## config.mk

```make
export PLATFORM = sky130hd
export DESIGN_NAME = lock_ctrl_flat
export DESIGN_NICKNAME = d
export VERILOG_FILES = /design/src/rtl/lock_pkg.sv /design/src/rtl/lock_ctrl_if.sv /design/src/rtl/lock_timer.sv /design/src/rtl/lock_ctrl.sv /design/src/flat_wrapper.sv
export SDC_FILE = /design/constraint.sdc
export NUM_CORES = 1
export LEC_CHECK = 0
export ABC_AREA = 1
export BUFFER_PORTS_ARGS = -buffer_cell sky130_fd_sc_hd__buf_4
export CAP_MARGIN = 20
export CELL_PAD_IN_SITES_DETAIL_PLACEMENT = 1
export CELL_PAD_IN_SITES_GLOBAL_PLACEMENT = 1
export CORE_MARGIN = 4
export CORE_UTILIZATION = 35
export CTS_BUF_LIST = sky130_fd_sc_hd__clkbuf_8
export CTS_CLUSTER_DIAMETER = 100
export CTS_CLUSTER_SIZE = 16
export DETAILED_ROUTE_END_ITERATION = 7
export GPL_TIMING_DRIVEN = 0
export PLACE_DENSITY_LB_ADDON = 0.1
export SYNTH_ARGS = -nofsm -noshare
export SYNTH_HDL_FRONTEND = slang
export SYNTH_SLANG_ARGS = --single-unit
```

## constraint.sdc

```tcl
create_clock -name clk -period 2.8 [get_ports clk]
set_input_delay 0 -clock clk [delete_from_list [all_inputs] [get_ports clk]]
set_output_delay 0 -clock clk [all_outputs]
set_load 0.02 [all_outputs]
```

## src/rtl/lock_pkg.sv

```systemverilog
// lock_pkg: shared constants for the 3-digit password lock.
// State codes, digit/password widths and the entry-completeness helper.
package lock_pkg;

  localparam int DIGIT_W = 2;
  localparam int PWD_W   = 6;
  localparam int STATE_W = 5;

  localparam logic [DIGIT_W-1:0] EMPTY = '0;

  localparam logic [STATE_W-1:0] S_IDLE  = 5'd0;
  localparam logic [STATE_W-1:0] S_SET   = 5'd1;
  localparam logic [STATE_W-1:0] S_SAVE  = 5'd2;
  localparam logic [STATE_W-1:0] S_TEST  = 5'd3;
  localparam logic [STATE_W-1:0] S_CHECK = 5'd4;
  localparam logic [STATE_W-1:0] S_OPEN  = 5'd5;
  localparam logic [STATE_W-1:0] S_FAIL  = 5'd6;
  localparam logic [STATE_W-1:0] S_ALARM = 5'd7;

  function automatic logic is_complete(
    input logic [PWD_W-1:0] d
  );
    return (d[5:4] != EMPTY) &&
           (d[3:2] != EMPTY) &&
           (d[1:0] != EMPTY);
  endfunction

endpackage

```

## src/rtl/lock_ctrl_if.sv

```systemverilog
// lock_ctrl_if: lock sequencer bus (pulses, digits, state, indicators).
// master drives pulses/digits; slave (lock_ctrl) drives state/indicators.
interface lock_ctrl_if;
  import lock_pkg::*;

  logic               set_password;
  logic               test;
  logic               confirm;
  logic [DIGIT_W-1:0] num7;
  logic [DIGIT_W-1:0] num6;
  logic [DIGIT_W-1:0] num5;
  logic [STATE_W-1:0] current_state;
  logic               pwd_set;
  logic               unlock;
  logic               fail;
  logic               alarm;
  logic [1:0]         fail_cnt;

  modport master (
    output set_password, test, confirm,
    output num7, num6, num5,
    input  current_state, pwd_set,
    input  unlock, fail, alarm, fail_cnt
  );

  modport slave (
    input  set_password, test, confirm,
    input  num7, num6, num5,
    output current_state, pwd_set,
    output unlock, fail, alarm, fail_cnt
  );

endinterface

```

## src/rtl/lock_timer.sv

```systemverilog
// lock_timer: 32-bit up-counter shared by entry timeout and hold.
// Ports: clk, rst (async active-low), clr in; hold_done, timeout out.
module lock_timer #(
  parameter int unsigned HOLD_CYCLES    = 100_000_000,
  parameter int unsigned TIMEOUT_CYCLES = 500_000_000
) (
  input  logic clk,
  input  logic rst,
  input  logic clr,
  output logic hold_done,
  output logic timeout
);

  logic [31:0] cnt_q;
  logic [31:0] cnt_d;

  assign cnt_d = clr ? '0 : cnt_q + 32'd1;

  always_ff @(posedge clk or negedge rst) begin
    if (!rst) begin
      cnt_q <= '0;
    end else begin
      cnt_q <= cnt_d;
    end
  end

  assign hold_done = (cnt_q == HOLD_CYCLES - 32'd1);
  assign timeout   = (cnt_q == TIMEOUT_CYCLES - 32'd1);

endmodule

```

## src/rtl/lock_ctrl.sv

```systemverilog
// lock_ctrl: password lock sequencer, password store and indicators.
// Ports: clk, rst (async active-low), bus (lock_ctrl_if.slave).
// Build option: LOCK_ALARM_EN makes ALARM reachable after MAX_FAIL.
module lock_ctrl
  import lock_pkg::*;
#(
  parameter int unsigned HOLD_CYCLES    = 100_000_000,
  parameter int unsigned TIMEOUT_CYCLES = 500_000_000,
  parameter int unsigned MAX_FAIL       = 3
) (
  input  logic        clk,
  input  logic        rst,
  lock_ctrl_if.slave  bus
);

`ifdef LOCK_ALARM_EN
  localparam bit ALARM_EN = 1'b1;
`else
  localparam bit ALARM_EN = 1'b0;
`endif

  logic [STATE_W-1:0] state_q, state_d;
  logic [PWD_W-1:0]   pwd_q, pwd_d;
  logic               pwd_set_q, pwd_set_d;
  logic [1:0]         fcnt_q, fcnt_d;
  logic [PWD_W-1:0]   dig_q;
  logic               unlock_q, fail_q, alarm_q;

  logic [PWD_W-1:0] digs;
  logic             sp, tp, cf;
  logic             cpl;
  logic             restart;
  logic             entry;
  logic             dig_chg;
  logic             clr;
  logic             hold_done;
  logic             timeout;

  assign digs = {bus.num7, bus.num6, bus.num5};
  assign cpl  = is_complete(digs);

  // set_password beats test, test beats confirm
  assign sp = bus.set_password;
  assign tp = bus.test && !sp;
  assign cf = bus.confirm && !sp && !bus.test;

  always_comb begin
    state_d   = state_q;
    pwd_d     = pwd_q;
    pwd_set_d = pwd_set_q;
    fcnt_d    = fcnt_q;
    restart   = 1'b0;
    case (state_q)
      S_IDLE: begin
        if (sp && !pwd_set_q) begin
          state_d = S_SET;
        end else if (tp && pwd_set_q) begin
          state_d = S_TEST;
        end
      end
      S_SET: begin
        if (sp) begin
          restart = 1'b1;
        end else if (cf && cpl) begin
          state_d = S_SAVE;
        end else if (timeout) begin
          state_d = S_IDLE;
        end
      end
      S_SAVE: begin
        pwd_d     = digs;
        pwd_set_d = 1'b1;
        fcnt_d    = 2'd0;
        state_d   = S_IDLE;
      end
      S_TEST: begin
        if (tp) begin
          restart = 1'b1;
        end else if (cf && cpl) begin
          state_d = S_CHECK;
        end else if (timeout) begin
          state_d = S_IDLE;
        end
      end
      S_CHECK: begin
        if (digs == pwd_q) begin
          state_d = S_OPEN;
          fcnt_d  = 2'd0;
        end else begin
          state_d = S_FAIL;
          fcnt_d  = (fcnt_q == 2'd3) ?
                    2'd3 : fcnt_q + 2'd1;
        end
      end
      S_OPEN: begin
        if (sp) begin
          state_d = S_SET;
        end else if (hold_done) begin
          state_d = S_IDLE;
        end
      end
      S_FAIL: begin
        if (hold_done) begin
          if (ALARM_EN &&
              (32'(fcnt_q) >= MAX_FAIL)) begin
            state_d = S_ALARM;
          end else begin
            state_d = S_IDLE;
          end
        end
      end
      S_ALARM: begin
        state_d = S_ALARM;
      end
      default: begin
        state_d = S_IDLE;
      end
    endcase
  end

  // any digit movement during entry counts as activity
  assign entry   = (state_q == S_SET) ||
                   (state_q == S_TEST);
  assign dig_chg = entry && (digs != dig_q);
  assign clr     = (state_d != state_q) ||
                   restart || dig_chg;

  lock_timer #(
    .HOLD_CYCLES    (HOLD_CYCLES),
    .TIMEOUT_CYCLES (TIMEOUT_CYCLES)
  ) u_timer (
    .clk       (clk),
    .rst       (rst),
    .clr       (clr),
    .hold_done (hold_done),
    .timeout   (timeout)
  );

  always_ff @(posedge clk or negedge rst) begin
    if (!rst) begin
      state_q   <= S_IDLE;
      pwd_q     <= '0;
      pwd_set_q <= 1'b0;
      fcnt_q    <= 2'd0;
      dig_q     <= '0;
      unlock_q  <= 1'b0;
      fail_q    <= 1'b0;
      alarm_q   <= 1'b0;
    end else begin
      state_q   <= state_d;
      pwd_q     <= pwd_d;
      pwd_set_q <= pwd_set_d;
      fcnt_q    <= fcnt_d;
      dig_q     <= digs;
      // flopped decodes of next state track state_q exactly
      unlock_q  <= (state_d == S_OPEN);
      fail_q    <= (state_d == S_FAIL);
      alarm_q   <= ALARM_EN &&
                   (state_d == S_ALARM);
    end
  end

  assign bus.current_state = state_q;
  assign bus.pwd_set       = pwd_set_q;
  assign bus.fail_cnt      = fcnt_q;
  assign bus.unlock        = unlock_q;
  assign bus.fail          = fail_q;
  assign bus.alarm         = alarm_q;

endmodule

```

## src/flat_wrapper.sv

```systemverilog
// flat-port wrapper written by rule: the top's interface ports become plain ports
module lock_ctrl_flat import lock_pkg::*;
#(
  parameter int unsigned HOLD_CYCLES    = 100_000_000,
  parameter int unsigned TIMEOUT_CYCLES = 500_000_000,
  parameter int unsigned MAX_FAIL       = 3
)
  (clk, rst, bus_set_password, bus_test, bus_confirm, bus_num7, bus_num6, bus_num5, bus_current_state, bus_pwd_set, bus_unlock, bus_fail, bus_alarm, bus_fail_cnt);
  lock_ctrl_if bus_i ();
  input  logic clk;
  input  logic rst;
  input wire logic [$bits(bus_i.set_password)-1:0] bus_set_password;
  input wire logic [$bits(bus_i.test)-1:0] bus_test;
  input wire logic [$bits(bus_i.confirm)-1:0] bus_confirm;
  input wire logic [$bits(bus_i.num7)-1:0] bus_num7;
  input wire logic [$bits(bus_i.num6)-1:0] bus_num6;
  input wire logic [$bits(bus_i.num5)-1:0] bus_num5;
  output wire logic [$bits(bus_i.current_state)-1:0] bus_current_state;
  output wire logic [$bits(bus_i.pwd_set)-1:0] bus_pwd_set;
  output wire logic [$bits(bus_i.unlock)-1:0] bus_unlock;
  output wire logic [$bits(bus_i.fail)-1:0] bus_fail;
  output wire logic [$bits(bus_i.alarm)-1:0] bus_alarm;
  output wire logic [$bits(bus_i.fail_cnt)-1:0] bus_fail_cnt;
  assign bus_i.set_password = bus_set_password;
  assign bus_i.test = bus_test;
  assign bus_i.confirm = bus_confirm;
  assign bus_i.num7 = bus_num7;
  assign bus_i.num6 = bus_num6;
  assign bus_i.num5 = bus_num5;
  assign bus_current_state = bus_i.current_state;
  assign bus_pwd_set = bus_i.pwd_set;
  assign bus_unlock = bus_i.unlock;
  assign bus_fail = bus_i.fail;
  assign bus_alarm = bus_i.alarm;
  assign bus_fail_cnt = bus_i.fail_cnt;
  lock_ctrl #(.HOLD_CYCLES(HOLD_CYCLES), .TIMEOUT_CYCLES(TIMEOUT_CYCLES), .MAX_FAIL(MAX_FAIL)) u_core (.clk(clk), .rst(rst), .bus(bus_i));
endmodule
```

==> out/summary.md <==
• **most common flop cell mapped by yosys** sky130_fd_sc_hd__dfrtp_1
• **aggregate routed wire length** 7250 um
• **TritonCTS clock tree** built
• **Mapped Cells** 387
• **number of buffers created by CTS** 5
• **synthesized area** 3050 sq um
• **fraction of final layout cells sized beyond drive strength 1** 15.8%
• **First-pass DRT Iterations** 4
• **top achievable clock speed** 0.467 GHz
• **Antenna Diode Count** 0
• **worst setup path class** flop to flop
• **final clock period utilization by the worst path** 76.5%
• **status** finished clean
• **count of boundary I/O pins** 22
• **Post-DP HPWL** 5450 um
• **Std-Cell Rows** 33
• **number of flops mapped to enable cells by yosys** 0
• **worst vdd rail ir drop** 0.238 mV
• **Die Height** 101 um
• **number of DRC violations after detailed routing** 0
• **number of antenna violations at the first check in global routing** 0
• **critical path startpoint** u_core.u_timer.cnt_q[0]
• **synth warn** 0
• **kind of end point of the critical path** flop
• **total routing usage reported by global routing** 15.4%
• **floorplan core area** 8340 sq um
• **fillers** 1049
• **initial cell density of the core** 36.5%
• **Routed WL per cell** 13.7 um
• **hold slack final** 0.0936 ns
• **Hold Startpoint** bus_set_password
• **total number of H-tree levels** 2
• **root buffer cell** sky130_fd_sc_hd__clkbuf_8
• **number of nets at the end of the flow** 435
• **Avg Inst Size Synth** 7.88 sq um
• **sequential area share after synthesis** 44.3%
• **Clock Path Buffers** 2
• **synthesis-to-layout area growth** 15.5%
• **reported leakage power** 1.60 nW
• **flop and latch count out of synthesis** 54
• **wire length of the first global-routing pass** 12600 um
• **clk_lat worst skew** 0.31 ns
• **maximum capacitance violations** 0
• **startpoint type of the worst setup path** flop
• **final count of hold timing violations** 0
• **worst clock skew** 0.00717 ns
• **Setup Viol. Count Final** 0
• **Post-Route Setup TNS** 0 ns
• **Post-CTS Repair Setup Buffers** 0
• **largest net degree at the start of global routing** 55
• **clock period minus worst slack** 2.14 ns
• **startpoint of the worst-slack reg-to-reg timing path** u_core.u_timer.cnt_q[0]
• **clock sinks** 54
• **via count** 2508
• **placer's final routability congestion estimate** 0.802
• **max-slew headroom at the worst pin** 52.7%
• **maximum fanout count along the critical path** 10
• **setup repair after global routing missed its margin** no
• **Via-to-Cell Ratio** 4.74
• **R2R Setup Slk** 0.66 ns
• **number of distinct library cells after synthesis** 32
• **Die X** 101 um
• **DRT iter0 DRCs** 48
• **count of instances resized after the clock tree is built** 0
• **share of flip-flops with an asynchronous set or reset** 100%
• **power density relative to cell area** 440 nW/um^2
• **post-route ant nets** 0
• **commonest non-fill, non-tap cell in the layout** sky130_fd_sc_hd__nand2_1
• **CP required** 3.01 ns
• **overflow left after global routing** 0
• **Die Area** 10300 sq um
• **number of max-slew violations in the final report** 0
• **worst hold path class** primary input to flop
• **post-CTS clock slew at the launch and capture registers of the worst setup and hold paths** 0.11 ns
• **count of input and output buffers** 20
• **via count of the first global-routing pass** 2622
• **data arrival at the endpoint of the critical path** 2.35 ns
• **most used cells in the layout excluding fill and tap cells** 83 x sky130_fd_sc_hd__nand2_1, 66 x sky130_fd_sc_hd__nor2_1, 54 x sky130_fd_sc_hd__dfrtp_1, 48 x sky130_fd_sc_hd__inv_1, 31 x sky130_fd_sc_hd__xor2_1
• **transition at the pin with the smallest max-transition slack** 0.709 ns
==> final timing paths <==
| path | endpoint | cells past startpoint |
|---|---|---|
| max in group asynchronous | u_core.u_timer.cnt_q[5] | 2 |
| worst min register to register | u_core.u_timer.cnt_q[0] | 1 |
| worst min-delay path | u_core.bus.current_state[0] | 5 |
| worst max register to register | u_core.u_timer.cnt_q[17] | 15 |
| min in group asynchronous | u_core.u_timer.cnt_q[13] | 2 |
| worst max-delay path | u_core.u_timer.cnt_q[17] | 15 |
==> worst max-delay path, cell delays in order (launching register included) <==
cell                      delay [ns]
sky130_fd_sc_hd__dfrtp_1        0.39
sky130_fd_sc_hd__ha_1           0.19
sky130_fd_sc_hd__nand2_1        0.07
sky130_fd_sc_hd__nor2_2         0.15
sky130_fd_sc_hd__nand2_2        0.14
sky130_fd_sc_hd__nor2_1         0.13
sky130_fd_sc_hd__nand2_1        0.10
sky130_fd_sc_hd__nand3_2        0.07
sky130_fd_sc_hd__nand2_2        0.08
sky130_fd_sc_hd__nor2_2         0.14
sky130_fd_sc_hd__nand2_2        0.09
sky130_fd_sc_hd__nand2_1        0.08
sky130_fd_sc_hd__nand2_2        0.06
sky130_fd_sc_hd__nand2_4        0.11
sky130_fd_sc_hd__buf_6          0.16
sky130_fd_sc_hd__nor2_1         0.06
==> cells in the mapped netlist (2+ instances only) <==
cell type	n	area share (%)
sky130_fd_sc_hd__nand3_1	24	3.9
sky130_fd_sc_hd__mux2_2	2	0.74
sky130_fd_sc_hd__nor4_1	3	0.62
sky130_fd_sc_hd__nor2_2	19	3.9
sky130_fd_sc_hd__nand2_1	83	10
sky130_fd_sc_hd__buf_6	2	0.74
sky130_fd_sc_hd__nor2_1	66	8.1
sky130_fd_sc_hd__a21oi_1	4	0.66
sky130_fd_sc_hd__nand2_2	6	1.2
sky130_fd_sc_hd__dfrtp_1	54	44
sky130_fd_sc_hd__xnor2_1	6	1.7
sky130_fd_sc_hd__nor3_2	4	1.3
sky130_fd_sc_hd__nand4_1	6	1.2
sky130_fd_sc_hd__and3_1	2	0.41
sky130_fd_sc_hd__inv_1	48	5.9
sky130_fd_sc_hd__o21ai_0	9	1.5
sky130_fd_sc_hd__nor3_1	4	0.66
sky130_fd_sc_hd__xor2_1	31	8.9
==> stage by stage <==
stage / power [mW] / util (%) / setup slack, ns / instances / area [sq um]
final: 1.55 / 42.2 / 0.657 / 529 / 3520
after global routing: 1.64 / 42.2 / 0.405 / 529 / 3520
after CTS: 1.58 / 42.2 / 0.590 / 529 / 3520
after detailed placement: 1.01 / 40.0 / 0.614 / 514 / 3340
after global placement: 1.01 / 40.0 / 0.653 / 514 / 3340
after floorplan: 0.938 / - / 0.960 / 389 / 3060
==> cells by family after synthesis <==
| kind of cell | Yosys count | share of synthesized area [%] |
|---|---|---|
| fa+ha+maj | 1 | 0.410 |
| other cells | 1 | 0.123 |
| compound gates | 16 | 2.75 |
| mux | 2 | 0.739 |
| buf+inv | 54 | 7.64 |
| simple gates | 222 | 33.4 |
| flops | 54 | 44.3 |
| xor+xnor | 37 | 10.6 |
==> power by group <==
part | switching (mW) | leakage [nW] | internal [mW]
Combinational | 0.106 | 0.836 | 0.0697
Clock | 0.279 | 0.0585 | 0.269
Sequential | 0.0207 | 0.707 | 0.804
Total | 0.406 | 1.60 | 1.14
==> per-layer routing <==
metal | GRT usage [%] | vias up | wire length (um)
li1 | - | 1261 | -
met2 | 26.7 | 25 | 3630
met5 | 0 | - | 0
met4 | 4.60 | 0 | 110
met3 | 2.48 | 8 | 155
met1 | 19.8 | 1214 | 3360
==> state kept, by name, indices dropped and copies added, names as in the netlist <==
register / count
u_core.dig_q: 6
u_core.bus.fail_cnt: 2
u_core.pwd_q: 6
u_core.bus.unlock: 1
u_core.bus.pwd_set: 1
u_core.bus.current_state: 5
u_core.bus.fail: 1
u_core.u_timer.cnt_q: 32
==> final cells by class <==
cell class	instances	area [sq um]	share of cell area [%]
multi-input cells	281	1470	41.8
flip-flops and latches	54	1350	38.4
repair buffers	27	220	6.26
inverters	49	184	5.23
well taps	105	131	3.73
clock buffers	5	68.8	1.96
plain buffers	5	48.8	1.39
clock inverters	3	43.8	1.24
==> what timing repair did <==
action | in CTS | in global routing
endpoints found under the hold margin | 64 | 0
endpoints found under the setup margin | 0 | 0
hold buffers | 7 | 0
No activity file was read; power rests on OpenSTA's default activity.
